===== config.mk =====
export PLATFORM = sky130hd
export DESIGN_NAME = set_job_issuer
export DESIGN_NICKNAME = d
export VERILOG_FILES = /design/src/rtl/set_job_issuer.sv
export SDC_FILE = /design/constraint.sdc
export NUM_CORES = 1
export LEC_CHECK = 0
export ABC_AREA = 1
export CAP_MARGIN = 20
export CORE_UTILIZATION = 50
export DETAILED_ROUTE_END_ITERATION = 8
export PLACE_DENSITY = 0.76
export SLEW_MARGIN = 20
export SYNTH_ARGS = -nofsm -noshare
export SYNTH_HDL_FRONTEND = slang
export SYNTH_SLANG_ARGS = --single-unit

===== constraint.sdc =====
create_clock -name clk -period 8.1 [get_ports clk]
set_input_delay 1.62 -clock clk [delete_from_list [all_inputs] [get_ports clk]]
set_output_delay 1.62 -clock clk [all_outputs]
set_load 0.02 [all_outputs]

===== src/rtl/set_job_issuer.sv =====
// Job initiator for the SET circle-count engine: queues host jobs, issues them one at a time, returns results.
// Optional macro SET_TIMEOUT_EN adds a WAIT-state watchdog (TIMEOUT_CYC cycles, result 8'hFF with res_err).
module set_job_issuer #(
  parameter int DEPTH       = 4,
  parameter int TAG_W       = 4,
  parameter int TIMEOUT_CYC = 96
) (
  input  logic                       clk,
  input  logic                       rst,
  input  logic                       job_valid,
  output logic                       job_ready,
  input  logic [23:0]                job_central,
  input  logic [11:0]                job_radius,
  input  logic [1:0]                 job_mode,
  input  logic [TAG_W-1:0]           job_tag,
  output logic                       set_en,
  output logic [23:0]                set_central,
  output logic [11:0]                set_radius,
  output logic [1:0]                 set_mode,
  input  logic                       set_busy,
  input  logic                       set_valid,
  input  logic [7:0]                 set_candidate,
  output logic                       res_valid,
  input  logic                       res_ready,
  output logic [7:0]                 res_candidate,
  output logic [TAG_W-1:0]           res_tag,
  output logic                       res_err,
  output logic [$clog2(DEPTH):0]     fifo_count
);

  localparam int AW = $clog2(DEPTH);
  localparam int CW = AW + 1;

  typedef enum logic [1:0] {IDLE, ISSUE, WAIT, RESULT} state_t;

  state_t state, state_next;

  logic [23:0]      q_central [DEPTH];
  logic [11:0]      q_radius  [DEPTH];
  logic [1:0]       q_mode    [DEPTH];
  logic [TAG_W-1:0] q_tag     [DEPTH];

  logic [AW-1:0] wr_ptr, rd_ptr;
  logic          ready_q;
  logic          full, empty, push, pop;
  logic          wait_done;

  // ready_q keeps job_ready low through reset and releases it one cycle later
  assign full      = (fifo_count == CW'(DEPTH));
  assign empty     = (fifo_count == '0);
  assign job_ready = ready_q & ~full;
  assign push      = job_valid & job_ready;
  assign pop       = (state == IDLE) & ~empty & ~set_busy;

`ifdef SET_TIMEOUT_EN
  logic [7:0] wd_cnt;
  logic       wd_hit;

  assign wd_hit    = (wd_cnt == 8'(TIMEOUT_CYC - 1));
  assign wait_done = set_valid | wd_hit;

  always_ff @(posedge clk or posedge rst) begin
    if (rst)
      wd_cnt <= '0;
    else if (state == ISSUE)
      wd_cnt <= '0;
    else if (state == WAIT)
      wd_cnt <= wd_cnt + 8'd1;
  end
`else
  assign wait_done = set_valid;
`endif

  always_ff @(posedge clk) begin
    if (push) begin
      q_central[wr_ptr] <= job_central;
      q_radius[wr_ptr]  <= job_radius;
      q_mode[wr_ptr]    <= job_mode;
      q_tag[wr_ptr]     <= job_tag;
    end
  end

  always_ff @(posedge clk or posedge rst) begin
    if (rst) begin
      ready_q    <= 1'b0;
      wr_ptr     <= '0;
      rd_ptr     <= '0;
      fifo_count <= '0;
    end else begin
      ready_q <= 1'b1;
      if (push)
        wr_ptr <= wr_ptr + AW'(1);
      if (pop)
        rd_ptr <= rd_ptr + AW'(1);
      case ({push, pop})
        2'b10:   fifo_count <= fifo_count + CW'(1);
        2'b01:   fifo_count <= fifo_count - CW'(1);
        default: fifo_count <= fifo_count;
      endcase
    end
  end

  always_ff @(posedge clk or posedge rst) begin
    if (rst)
      state <= IDLE;
    else
      state <= state_next;
  end

  always_comb begin
    state_next = state;
    case (state)
      IDLE:    if (pop) state_next = (q_mode[rd_ptr] == 2'd3) ? RESULT : ISSUE;
      ISSUE:   state_next = WAIT;
      WAIT:    if (wait_done) state_next = RESULT;
      RESULT:  if (res_ready) state_next = IDLE;
      default: state_next = IDLE;
    endcase
  end

  always_comb begin
    set_en    = (state == ISSUE);
    res_valid = (state == RESULT);
  end

  // Engine pins only change when a real job is popped, so mode-3 jobs leave them untouched
  always_ff @(posedge clk or posedge rst) begin
    if (rst) begin
      set_central   <= '0;
      set_radius    <= '0;
      set_mode      <= '0;
      res_candidate <= '0;
      res_tag       <= '0;
      res_err       <= 1'b0;
    end else if (pop) begin
      res_tag <= q_tag[rd_ptr];
      if (q_mode[rd_ptr] == 2'd3) begin
        res_err       <= 1'b1;
        res_candidate <= 8'd0;
      end else begin
        set_central <= q_central[rd_ptr];
        set_radius  <= q_radius[rd_ptr];
        set_mode    <= q_mode[rd_ptr];
      end
    end else if (state == WAIT && set_valid) begin
      res_candidate <= set_candidate;
      res_err       <= 1'b0;
    end
`ifdef SET_TIMEOUT_EN
    else if (state == WAIT && wd_hit) begin
      res_candidate <= 8'hFF;
      res_err       <= 1'b1;
    end
`endif
  end

endmodule


==> implementation parameters <==
Parameter                              Value

Synth
  Cell area after technology mapping    0.008879 mm^2
  Unique masters post-synth    25
  Number of register bits inferred by synthesis    229
  Part of the Yosys area used for sequential elements    74.01%
  Nets in the synthesized netlist    roughly 780
  Total number of yosys warnings    0
  Avg Inst Size Synth    around 12 um^2
  Post-synthesis instance total    716

Clocking
  Number of buffers added by the clock tree synthesis step    23
  Post-cts sizing count    0
  Clk Tree Root Cell    sky130_fd_sc_hd__clkbuf_16
  TritonCTS clock tree    built
  Max Root-Sink Buffers    3
  Clock-pin slew on the worst setup and hold paths    60 ps
  Level count of the clock H-tree    1
  Number of hold buffers added after cts    0
  Later-pin clock latency in the skew report    between 500 and 600 ps
  Postcts setup bufs    0
  TritonCTS sink count    229

Critical path
  CP max-delay cell    sky130_fd_sc_hd__inv_2
  Arrival time of the worst setup path    4410 ps
  Largest fanout on the critical path    44
  Crit path buffers/inverters    3
  Critical path endpoint category    flip-flop
  Crit start category    primary input
  Maximum cell stage delay along the critical path    810 ps
  Family of cells with the greatest summed delay on the critical path    buffers and inverters
  List of cells traversed by the critical path    clkdlybuf4s50_1, nor2_1, nand2_1, inv_2, ha_1, inv_1, fa_1, a21oi_1, o21ai_0, xor2_1
  Worst setup path class    in -> reg
  Required time of the worst setup path    8480 ps

Status
  Status    finished clean

GRT
  Number of global-route vias before repair    around 5700
  Pin count of the biggest net entering global routing    86
  Wire length of the first global-routing pass    29.23 mm
  Global-route total usage across every layer    a little over a fifth
  Total congestion overflow    0
  Initial antenna violation count    1

Timing
  Unrepaired setup endpoints after global routing    false
  Final hold violations    0
  Worst Skew    13.09 ps
  Fin crit share    49.76%
  Worst slew slack as a fraction of its limit    39.80%
  Count of final setup violators    0
  Peak clock frequency supported by timing    about 250 MHz
  Slew at the pin closest to its max-slew limit    901.8 ps
  Tmin final    4030 ps
  TNS Setup    0 ps
  Fin. max-slew vios    0

Power and ir drop
  Pwr Total    4.039 mW
  Maximum vdd drop    0.2634 mV
  Leak Pwr    ~4.1 nW
  Ratio of total power to cell area    370.9 mW/mm^2

Detailed routing
  Wire length per cell    17.60 um
  DRC errors left    0
  Total length of routed wires    around 19 mm
  Met3 WL    about 1.4 mm
  Vias per std cell    5.395
  Iter 0 DRT Violations    roughly 430
  Total vias in the final route    about 5700
  Top metal layer carrying routed signals    met5
  Post-detailed-route count of antenna-violating nets    0
  TritonRoute pass-1 iters    5
  Routed length on met2    9.088 mm
  Met1 wire length    7.853 mm

Place
  Detailed placer's ending HPWL    between 9 and 10 mm
  Global placer's final weighted congestion    0.7680
  Number of I/O port buffers    approximately 110

Flow run
  MaxCap Viol Count    0

Floorplanning
  Area of the core    0.01730 mm^2
  IO Pins    113
  Die Wd    135.3 um
  Initial core utilization    51.33%
  Die outline area    0.01829 mm^2
  Placement Rows    48
  Chip Height    135.3 um

Layout
  Fin nets    889
  Layout cells sized above 1    6.794%
  Antenna Diode Count    0
  Area growth from synthesis to final layout    22.66%
  Fin util    between 60 and 70%

Min path
  Path class of the lowest-slack min-delay path    reg -> reg
## area by class of cell
class / count / area (um^2)
Clock buffer: 35 / 650.6
Inverter: 31 / 116.4
Clock inverter: 7 / 63.81
Multi-Input combinational cell: 418 / 2031
Sequential cell: 229 / 6574
Timing Repair Buffer: 119 / 1174
Tap cell: 225 / 281.5
Fill cell: 1320 / 6406
## cell usage in the layout (no fill, tap or decap), types with 7 or more instances in the layout
master                            netlist  routed
sky130_fd_sc_hd__dfrtp_1               61      59
sky130_fd_sc_hd__inv_1                 25      24
sky130_fd_sc_hd__nor2_1                99      95
sky130_fd_sc_hd__clkbuf_16              0      23
sky130_fd_sc_hd__clkdlybuf4s50_1        0     112
sky130_fd_sc_hd__clkbuf_1              25       9
sky130_fd_sc_hd__edfxtp_1             168     168
sky130_fd_sc_hd__o22ai_1               40      40
sky130_fd_sc_hd__ha_1                  10      10
sky130_fd_sc_hd__nand2_1              115     115
sky130_fd_sc_hd__o21ai_0               84      84
sky130_fd_sc_hd__buf_4                  1       7
sky130_fd_sc_hd__nand3_1               55      55
## report_power, final
part | internal [mW] | total, mW | switching (mW)
Combinational | 0.511 | 1.37 | 0.862
Clock | 0.587 | 1.01 | 0.426
Sequential | 1.50 | 1.65 | 0.155
## path summary, 6_finish.rpt
kind,endpoint,start,slack [ps],depth (start not counted)
hold / removal,res_tag[0],res_tag[0],480,2
setup / recovery,fifo_count[2],set_busy,4070,10
min in group asynchronous,wr_ptr[1],rst,1650,3
hold reg to reg,res_tag[0],res_tag[0],480,2
max in group asynchronous,rd_ptr[1],rst,5870,3
setup reg to reg,fifo_count[2],state[0],4870,12
## routing by layer
metal | GRT usage [%] | up-vias
met3 | 4.115 | 33
met1 | 27.27 | 2764
li1 | - | 2718
met4 | 7.615 | 2
met5 | 0 | -
met2 | 35.19 | 223
## kinds of logic after synthesis
family / synth area share, %
flops: 74.01
fa+ha+maj: 1.635
xor+xnor: 0.3947
buf+inv: 3.453
other cells: 0.04224
compound gates: 7.807
simple gates: 12.65
## cell usage after synthesis (all sizes together)
master / count / share of area, %
edfxtp: 168 / 57
nand2: 119 / 5.3
nor2: 99 / 4.2
o21ai: 84 / 4.7
dfrtp: 61 / 17
nand3: 56 / 3.2
o22ai: 40 / 2.8
inv: 30 / 1.3
clkbuf: 25 / 1.1
buf: 13 / 1.1
ha: 10 / 1.4
a21oi: 3 / 0.17
xor2: 3 / 0.30
a21boi: 1 / 0.085
clkinv: 1 / 0.042
conb: 1 / 0.042
fa: 1 / 0.23
xnor2: 1 / 0.099
## worst register-to-register path, delay by kind of cell (launching register included)
family                     cells  cell delay, ps
AOI/OAI and AO/OA              2             240
buffers and inverters          4            1030
and+or+nand+nor                2             420
adders and majority gates      3             850
xor gates and xnor gates       1             150
DFF                            1             410
## registers in the layout, summed over array words and instances (netlist names)
name,flops
q_tag,16
rd_ptr,2
state,2
q_mode,8
res_candidate,8
set_radius,12
fifo_count,3
q_radius,48
set_central,24
res_tag,4
wr_ptr,2
res_err,1
ready_q,1
set_mode,2
q_central,96
## stage by stage
| stage | hold WS (ps) | instance area, um^2 | worst slack, ps | std cells |
|---|---|---|---|---|
| after floorplan | 499.2 | 8879 | 4040 | 716 |
| after global placement | 464.5 | 10180 | 3579 | 1022 |
| after detailed placement | 465.5 | 10180 | 3543 | 1022 |
| after CTS | 481.8 | 10890 | 4064 | 1064 |
| after global routing | 499.7 | 10890 | 3810 | 1064 |
| final | 479.9 | 10890 | 4070 | 1064 |
Note: power is estimated with default switching activity, not from simulation.
